<file path="config.mk">
export PLATFORM = sky130hd
export DESIGN_NAME = battle_turn_sequencer
export DESIGN_NICKNAME = d
export VERILOG_FILES = /design/src/rtl/battle_turn_sequencer.sv
export SDC_FILE = /design/constraint.sdc
export NUM_CORES = 1
export LEC_CHECK = 0
export BUFFER_PORTS_ARGS = -buffer_cell sky130_fd_sc_hd__buf_2
export CORE_UTILIZATION = 38
export CTS_BUF_LIST = sky130_fd_sc_hd__clkbuf_8
export DETAILED_ROUTE_END_ITERATION = 10
export PLACE_DENSITY = 0.59
export SYNTH_ARGS = -nofsm -noshare
export SYNTH_HDL_FRONTEND = slang
export SYNTH_SLANG_ARGS = --single-unit
export TNS_END_PERCENT = 100
</file>
<file path="constraint.sdc">
create_clock -name clk -period 2.25 [get_ports clk]
set_input_delay 0.3375 -clock clk [delete_from_list [all_inputs] [get_ports clk]]
set_output_delay 0.3375 -clock clk [all_outputs]
set_load 0.005 [all_outputs]
</file>
<file path="src/rtl/battle_turn_sequencer.sv">
// Battle turn sequencer: starts a battle on a new collision, alternates player and enemy
// strike pulses, latches both choices and ends the battle on an HP check.
module battle_turn_sequencer #(
    parameter int unsigned ENEMY_DELAY = 8,
    parameter logic [7:0]  LFSR_SEED   = 8'h5A
) (
    input  logic       clk,
    input  logic       rst,
    input  logic       collision_detected,
    input  logic       key_valid,
    input  logic [1:0] key_choice,
    input  logic [7:0] player_HP,
    input  logic [7:0] enemy_HP,
    input  logic [1:0] player_sword,
    input  logic [1:0] player_bat,
    input  logic [1:0] enemy_sword,
    input  logic [1:0] enemy_bat,
    output logic       battle_start,
    output logic       player_turn,
    output logic       attacker_turn,
    output logic [1:0] player_choice,
    output logic [1:0] enemy_choice,
    output logic       in_battle,
    output logic       battle_done,
    output logic       battle_won,
    output logic       key_reject,
    output logic [7:0] turn_count
);

    typedef enum logic [3:0] {
        IDLE, START, P_WAIT, P_HIT, P_CHK, E_WAIT, E_HIT, E_CHK, DONE
    } state_t;

    localparam logic [7:0] DELAY = 8'(ENEMY_DELAY);

    state_t     state, state_n;
    logic       coll_q;
    logic [7:0] lfsr;
    logic [7:0] cnt, cnt_n;
    logic [1:0] pchoice_n, echoice_n;
    logic [7:0] tcount_n;
    logic       won_n, reject_n;
    logic       new_coll, active, active_n, key_illegal, lfsr_fb;

    // Fall back to a weaker weapon when the enemy has run out of uses.
    function automatic logic [1:0] pick(input logic [1:0] r, input logic [1:0] es,
                                        input logic [1:0] eb);
        logic [1:0] c;
        c = r;
        if (r == 2'b11 && es == 2'd0) c = (eb != 2'd0) ? 2'b10 : 2'b01;
        else if (r == 2'b10 && eb == 2'd0) c = 2'b01;
        return c;
    endfunction

    always_comb begin
        new_coll    = collision_detected & ~coll_q;
        active      = (state != IDLE) && (state != DONE);
        key_illegal = (key_choice == 2'b10 && player_bat == 2'd0) ||
                      (key_choice == 2'b11 && player_sword == 2'd0);
        lfsr_fb     = lfsr[7] ^ lfsr[5] ^ lfsr[4] ^ lfsr[3];

        state_n   = state;
        cnt_n     = cnt;
        pchoice_n = player_choice;
        echoice_n = enemy_choice;
        reject_n  = 1'b0;

        case (state)
            IDLE:   if (new_coll) state_n = START;
            START:  state_n = P_WAIT;
            P_WAIT: if (key_valid) begin
                        if (key_illegal) begin
                            reject_n = 1'b1;
                        end else begin
                            pchoice_n = key_choice;
                            state_n   = P_HIT;
                        end
                    end
            P_HIT:  state_n = P_CHK;
            P_CHK:  if (enemy_HP == 8'd0) begin
                        state_n = DONE;
                    end else begin
                        cnt_n   = DELAY;
                        state_n = E_WAIT;
                    end
            E_WAIT: begin
                        cnt_n = cnt - 8'd1;
                        if (cnt == 8'd1) begin
                            echoice_n = pick(lfsr[1:0], enemy_sword, enemy_bat);
                            state_n   = E_HIT;
                        end
                    end
            E_HIT:  state_n = E_CHK;
            E_CHK:  state_n = (player_HP == 8'd0) ? DONE : P_WAIT;
            DONE:   if (!collision_detected) state_n = IDLE;
            default: state_n = IDLE;
        endcase

        // Losing the collision mid-battle wins over everything, including a same-cycle key.
        if (active && !collision_detected) begin
            state_n   = IDLE;
            cnt_n     = cnt;
            pchoice_n = player_choice;
            echoice_n = enemy_choice;
            reject_n  = 1'b0;
        end

        active_n = (state_n != IDLE) && (state_n != DONE);

        tcount_n = turn_count;
        if (state_n == START)
            tcount_n = 8'd0;
        else if (state == P_HIT && state_n == P_CHK && turn_count != 8'hFF)
            tcount_n = turn_count + 8'd1;

        won_n = 1'b0;
        if (state_n == DONE)
            won_n = (state == DONE) ? battle_won : (state == P_CHK);
    end

    always_ff @(posedge clk) begin
        if (rst) begin
            state         <= IDLE;
            coll_q        <= 1'b1;
            lfsr          <= LFSR_SEED;
            cnt           <= 8'd0;
            battle_start  <= 1'b0;
            player_turn   <= 1'b0;
            attacker_turn <= 1'b0;
            player_choice <= 2'b00;
            enemy_choice  <= 2'b00;
            in_battle     <= 1'b0;
            battle_done   <= 1'b0;
            battle_won    <= 1'b0;
            key_reject    <= 1'b0;
            turn_count    <= 8'd0;
        end else begin
            state         <= state_n;
            coll_q        <= collision_detected;
            lfsr          <= {lfsr[6:0], lfsr_fb};
            cnt           <= cnt_n;
            battle_start  <= (state_n == START);
            player_turn   <= (state_n == P_HIT);
            attacker_turn <= (state_n == E_HIT);
            player_choice <= pchoice_n;
            enemy_choice  <= echoice_n;
            in_battle     <= active_n;
            battle_done   <= (state_n == DONE);
            battle_won    <= won_n;
            key_reject    <= reject_n;
            turn_count    <= tcount_n;
        end
    end

endmodule

</file>
== Word-level counts from Yosys, hierarchy flattened ==
Index checks and enable logic that the tools add are counted.

* Input port bits: 30
* Output and inout port bits: 19
* Register bits after elaboration: 40

* Reduce and logical (&&, ||, !) cells: 28
* Bitwise logic cells: 10
* Mux-type cells: 15
* Equal/unequal tests: 22
* Add/subtract/negate cells: 2

{| class="wikitable"
|+ Operator list
! cell !! count
|-
| 4-bit one-hot mux with 9 select lines || 1
|-
| 4-bit two-way mux || 8
|-
| 4-bit by 3-bit == test with 1-bit output (second input constant) || 6
|-
| 8-bit logical NOT || 2
|-
| 8-bit one-hot mux with 2 select lines || 1
|-
| 4-bit by 2-bit == test with 1-bit output (second input constant) || 3
|-
| 1-bit logical AND || 9
|-
| 8-bit by 1-bit adder with 8-bit output (second input constant) || 1
|-
| 2-bit == test (second input constant) || 4
|-
| 4-bit by 1-bit == test with 1-bit output (second input constant) || 2
|-
| 4-bit == test (second input constant) || 2
|-
| 8-bit by 1-bit == test with 1-bit output (second input constant) || 1
|-
| 2-bit logical NOT || 4
|-
| 8-bit two-way mux || 1
|-
| 4-bit != test (second input constant) || 2
|-
| 8-bit != test (second input constant) || 1
|-
| 4-bit nonzero test || 2
|-
| 8-bit by 1-bit subtractor with 8-bit output (second input constant) || 1
|-
| 2-bit two-way mux || 3
|-
| 1-bit inverter || 6
|-
| 3-bit AND reduction || 2
|-
| 4-bit logical NOT || 1
|-
| 4-bit AND reduction || 1
|-
| 2-bit nonzero test || 2
|-
| other kinds (8) || 11
|}

== Depth between registers and ports, before layout ==
* Depth in word-level cells: 10
* Depth in mapped cells: 7
* Gate-level depth less buffers: 7

== Worst setup path after synthesis ==
Ideal clock, no wire load.

* Path type: reg2reg
* Start: register turn_count[0]
* End: register turn_count[7]
* Path buffers: 0
* Required time: 2184 ps
* Arrival time: 1774 ps
* Setup slack: 410 ps
* Stages on the path, launching flop included: 7
* Library setup time: 66 ps
* Cell sequence: dfxtp_1 > ha_1 > and2_1 > a311oi_4 > nand3_2 > or3_1 > a21oi_2

* Cells in the longest elaborated chain, start to end: 2

{| class="wikitable"
|+ Ends and longest elaborated chain
! item !! line !! text
|-
| from (decl) || 27 || <nowiki>output logic [7:0] turn_count</nowiki>
|-
| from (signal assigned) || 151 || <nowiki>turn_count <= tcount_n;</nowiki>
|-
| branches (longest 2 deep; another with 8-bit by 1-bit adder with 8-bit output) || n/a ||
|}

Several ways; the timed one is not identified.
A chain may end at the register's enable or synchronous reset.

== Worst setup path after layout ==
* Start: register state[2]
* End: register cnt[1]

* Cells in the longest elaborated chain, start to end: 5

{| class="wikitable"
|+ Ends and longest elaborated chain
! item !! line !! text
|-
| from (decl) || 36 || <nowiki>state_t state, state_n;</nowiki>
|-
| from (signal assigned) || 138 || <nowiki>state <= state_n;</nowiki>
|-
| 4-bit != test / 4-bit nonzero test (equally long branches) || 57 || <nowiki>active = (state != IDLE) && (state != DONE);</nowiki>
|-
| 1-bit logical AND || 57 ||
|-
| 1-bit logical AND || 100 || <nowiki>if (active && !collision_detected) begin</nowiki>
|-
| 1-bit inverter (no line) || n/a ||
|-
| 3-bit AND reduction (no line) || n/a ||
|-
| to (signal assigned) || 141 || <nowiki>cnt <= cnt_n;</nowiki>
|-
| to (decl) || 39 || <nowiki>logic [7:0] cnt, cnt_n;</nowiki>
|}

Parallel ways exist; a longest one is shown, timed or not.

==> summary.md <==
| Metric | Value |
|---|---|
| Synth Warn # | 0 |
| Worst slew pin tran | roughly 0.9 ns |
| IO Count | 49 |
| Cell area after layout | between 2000 and 2500 sq um |
| Layout cell share with drive strength beyond 1 | a little over a quarter |
| Number of setup violations in the final report | 0 |
| Grt ovf | 0 |
| Most frequent cells in the layout | buf_2 (48), dfxtp_1 (40), nor2_1 (30), nand2_1 (11), xor2_1 (10) |
| Num CTS Buffers | 5 |
| Initial antenna violation count | 0 |
| Max VDD drop | 0.336 mV |
| Outcome | completed |
| Post-place setup slack | 0.193 ns |
| Layout filler cell count | 450 |
| Layout area overhead | 21.5% |
| DRC | 0 |
| Starting density of the core | 40.0% |
| Syn Nets | between 200 and 250 |
| Cell Area, Placed | 2050 sq um |
| Overall Power | between 1 and 1.5 mW |
| Gr usage total | between 10% and 20% |
| CTS H-tree lvls | 2 |
| Worst skew pair latency | a little under 0.3 ns |
| Leak Pwr | between 0.8 and 0.9 nW |
| Crit start category | flop |
| TritonCTS clock tree | yes |
| Post-synth top flop | dfxtp_1 |
| Row count | 24 |
| Detailed Route WL | 3500 um |
| Cells after Synth | a little under 200 |
| Worst path arrival time | roughly 2.0 ns |
| Post-layout minimum cycle time | ~1.9 ns |
| Die area | roughly 4900 sq um |
| Root buf cell | clkbuf_8 |
| Fin cells | 300 |
| Synthesized flop and latch total | 40 |
| Mean Syn Cell Area | 8.96 sq um |
| DRT antenna net count | 0 |
| Setup Skew | a little over 0.008 ns |
| Cts repair resizes | 0 |
| Slew HR | approximately two fifths |
| Largest net degree at the start of global routing | 20 |
| Dpl cells | between 200 and 300 |
| PortBufs | between 40 and 50 |
| RSZ-0062 raised after global routing | false |
| CTS sink cnt | 40 |
| Mapped cell area | between 1500 and 2000 sq um |
| Fmax | roughly 530 MHz |
| Setup TNS | 0 ns |
| Routability cong. | about 0.72 |
| CTS Hold Bufs | 0 |
| Reg clk slew, reported paths | approximately 0.08 ns |
| Inserted Diodes | 0 |
| Vias in the first global route | roughly 1300 |
| First-pass GRT wire length | 5850 um |
| Total number of vias | 1537 |
| Final period util | between 80% and 90% |
| Worst hold slack | roughly 0.30 ns |
| CP Data Required Time | about 2.4 ns |
| Fraction of registers with async set or reset after synthesis | 0% |
| WS Path Type | reg -> reg |
| Post-DP HPWL | 2580 um |
| DR WL/cell | 11.7 um |
| Drt first pass iters | 4 |
| Commonest non-fill, non-tap cell in the layout | buf_2 |
| Cell Pwr Density | around 620 nW/um^2 |
| Final setup margin | roughly 0.35 ns |
| Vias per std cell | a little over 5 |
| Register area share after synthesis | between 40% and 50% |
| Endpoints failing hold | 0 |
| Slew Viols, Final | 0 |
| Hold/Removal Path Class | in -> reg |
| Post-layout util | around 50% |
| Longest Clk Path Bufs | 2 |
| 1st-iter DRT viols | 105 |
| Die Wd | 70.1 um |
| Die H | about 70 um |
| Max-capacitance violation count | 0 |
| Setup Buffers After CTS | 0 |
| Synth cell types | between 40 and 50 |
| Post-layout net count | 280 |
| Core ar. | between 4000 and 5000 sq um |
| Post-synth EDFFs | 0 |
| CP max FO | 11 |
| Critical Path End Type | flop |
path summary, 6_finish.rpt:
check | depth (start not counted) | endpoint | slack [ns] | start
setup / recovery | 5 | cnt[1] | 0.35 | state[2]
hold reg to reg | 1 | lfsr[3] | 0.42 | lfsr[2]
setup reg to reg | 5 | cnt[1] | 0.35 | state[2]
hold / removal | 3 | player_choice[1] | 0.30 | key_choice[1]
flip-flops by register name (all words and copies together), names as in the netlist:
name / cells
coll_q: 1
in_battle: 1
state: 4
player_choice: 2
battle_done: 1
attacker_turn: 1
key_reject: 1
turn_count: 8
cnt: 8
enemy_choice: 2
battle_start: 1
lfsr: 8
battle_won: 1
player_turn: 1
report_power, final:
group,internal [mW],switching (mW)
combinational,0.0475,0.0464
sequential,0.727,0.0126
clock,0.248,0.254
total,1.02,0.313
cells in the mapped netlist (all sizes together) (2+ instances only):
library cell	n	area (sq um)
a211oi	2	15.0
a21oi	7	38.8
a31oi	4	25.0
and3	4	25.0
buf	2	16.3
clkbuf	4	15.0
dfxtp	40	801
ha	3	37.5
inv	6	22.5
nand2	11	41.3
nand2b	5	31.3
nand3	9	50.1
nand4	6	37.5
nor2	30	113
nor2b	5	31.3
nor3	6	30.0
nor4	7	50.1
o21ai	3	15.0
or2	5	31.3
or3	3	18.8
or4	2	15.0
xnor2	5	43.8
xor2	10	87.6
layout make-up:
| cell class | instances | area [sq um] | area share, % |
|---|---|---|---|
| Clock buffer | 6 | 82.6 | 3.85 |
| Clock inverter | 2 | 15.0 | 0.701 |
| Inverter | 6 | 22.5 | 1.05 |
| Multi-Input combinational cell | 145 | 910 | 42.4 |
| Sequential cell | 40 | 801 | 37.4 |
| Tap cell | 52 | 65.1 | 3.04 |
| Timing Repair Buffer | 49 | 248 | 11.6 |
metal layers:
layer | track usage [%] | vias up | share of wire [%]
li1 | - | 797 | -
met3 | 4.33 | 7 | 5.4
met5 | 0 | - | 0
met2 | 21.3 | 44 | 42
met1 | 21.0 | 689 | 51
met4 | 7.33 | 0 | 1.9
worst max-delay path, stage by stage, from the launching register on:
cell and delay [ns]:
dfxtp_1 0.50, nand4bb_1 0.13, a31oi_1 0.67, nand2b_1 0.11, nand2b_1 0.25, a211oi_1 0.09
cells by family (layout without fill, tap and decap cells):
logic type / after synthesis / in the layout / synth area share, %
flops: 40 / 40 / 45.4
compound gates: 27 / 27 / 11.6
fa+ha+maj: 3 / 3 / 2.13
xor+xnor: 15 / 15 / 7.45
buf+inv: 12 / 63 / 3.05
simple gates: 99 / 99 / 29.9
mux: 1 / 1 / 0.567
Note: power is estimated with default switching activity, not from simulation.
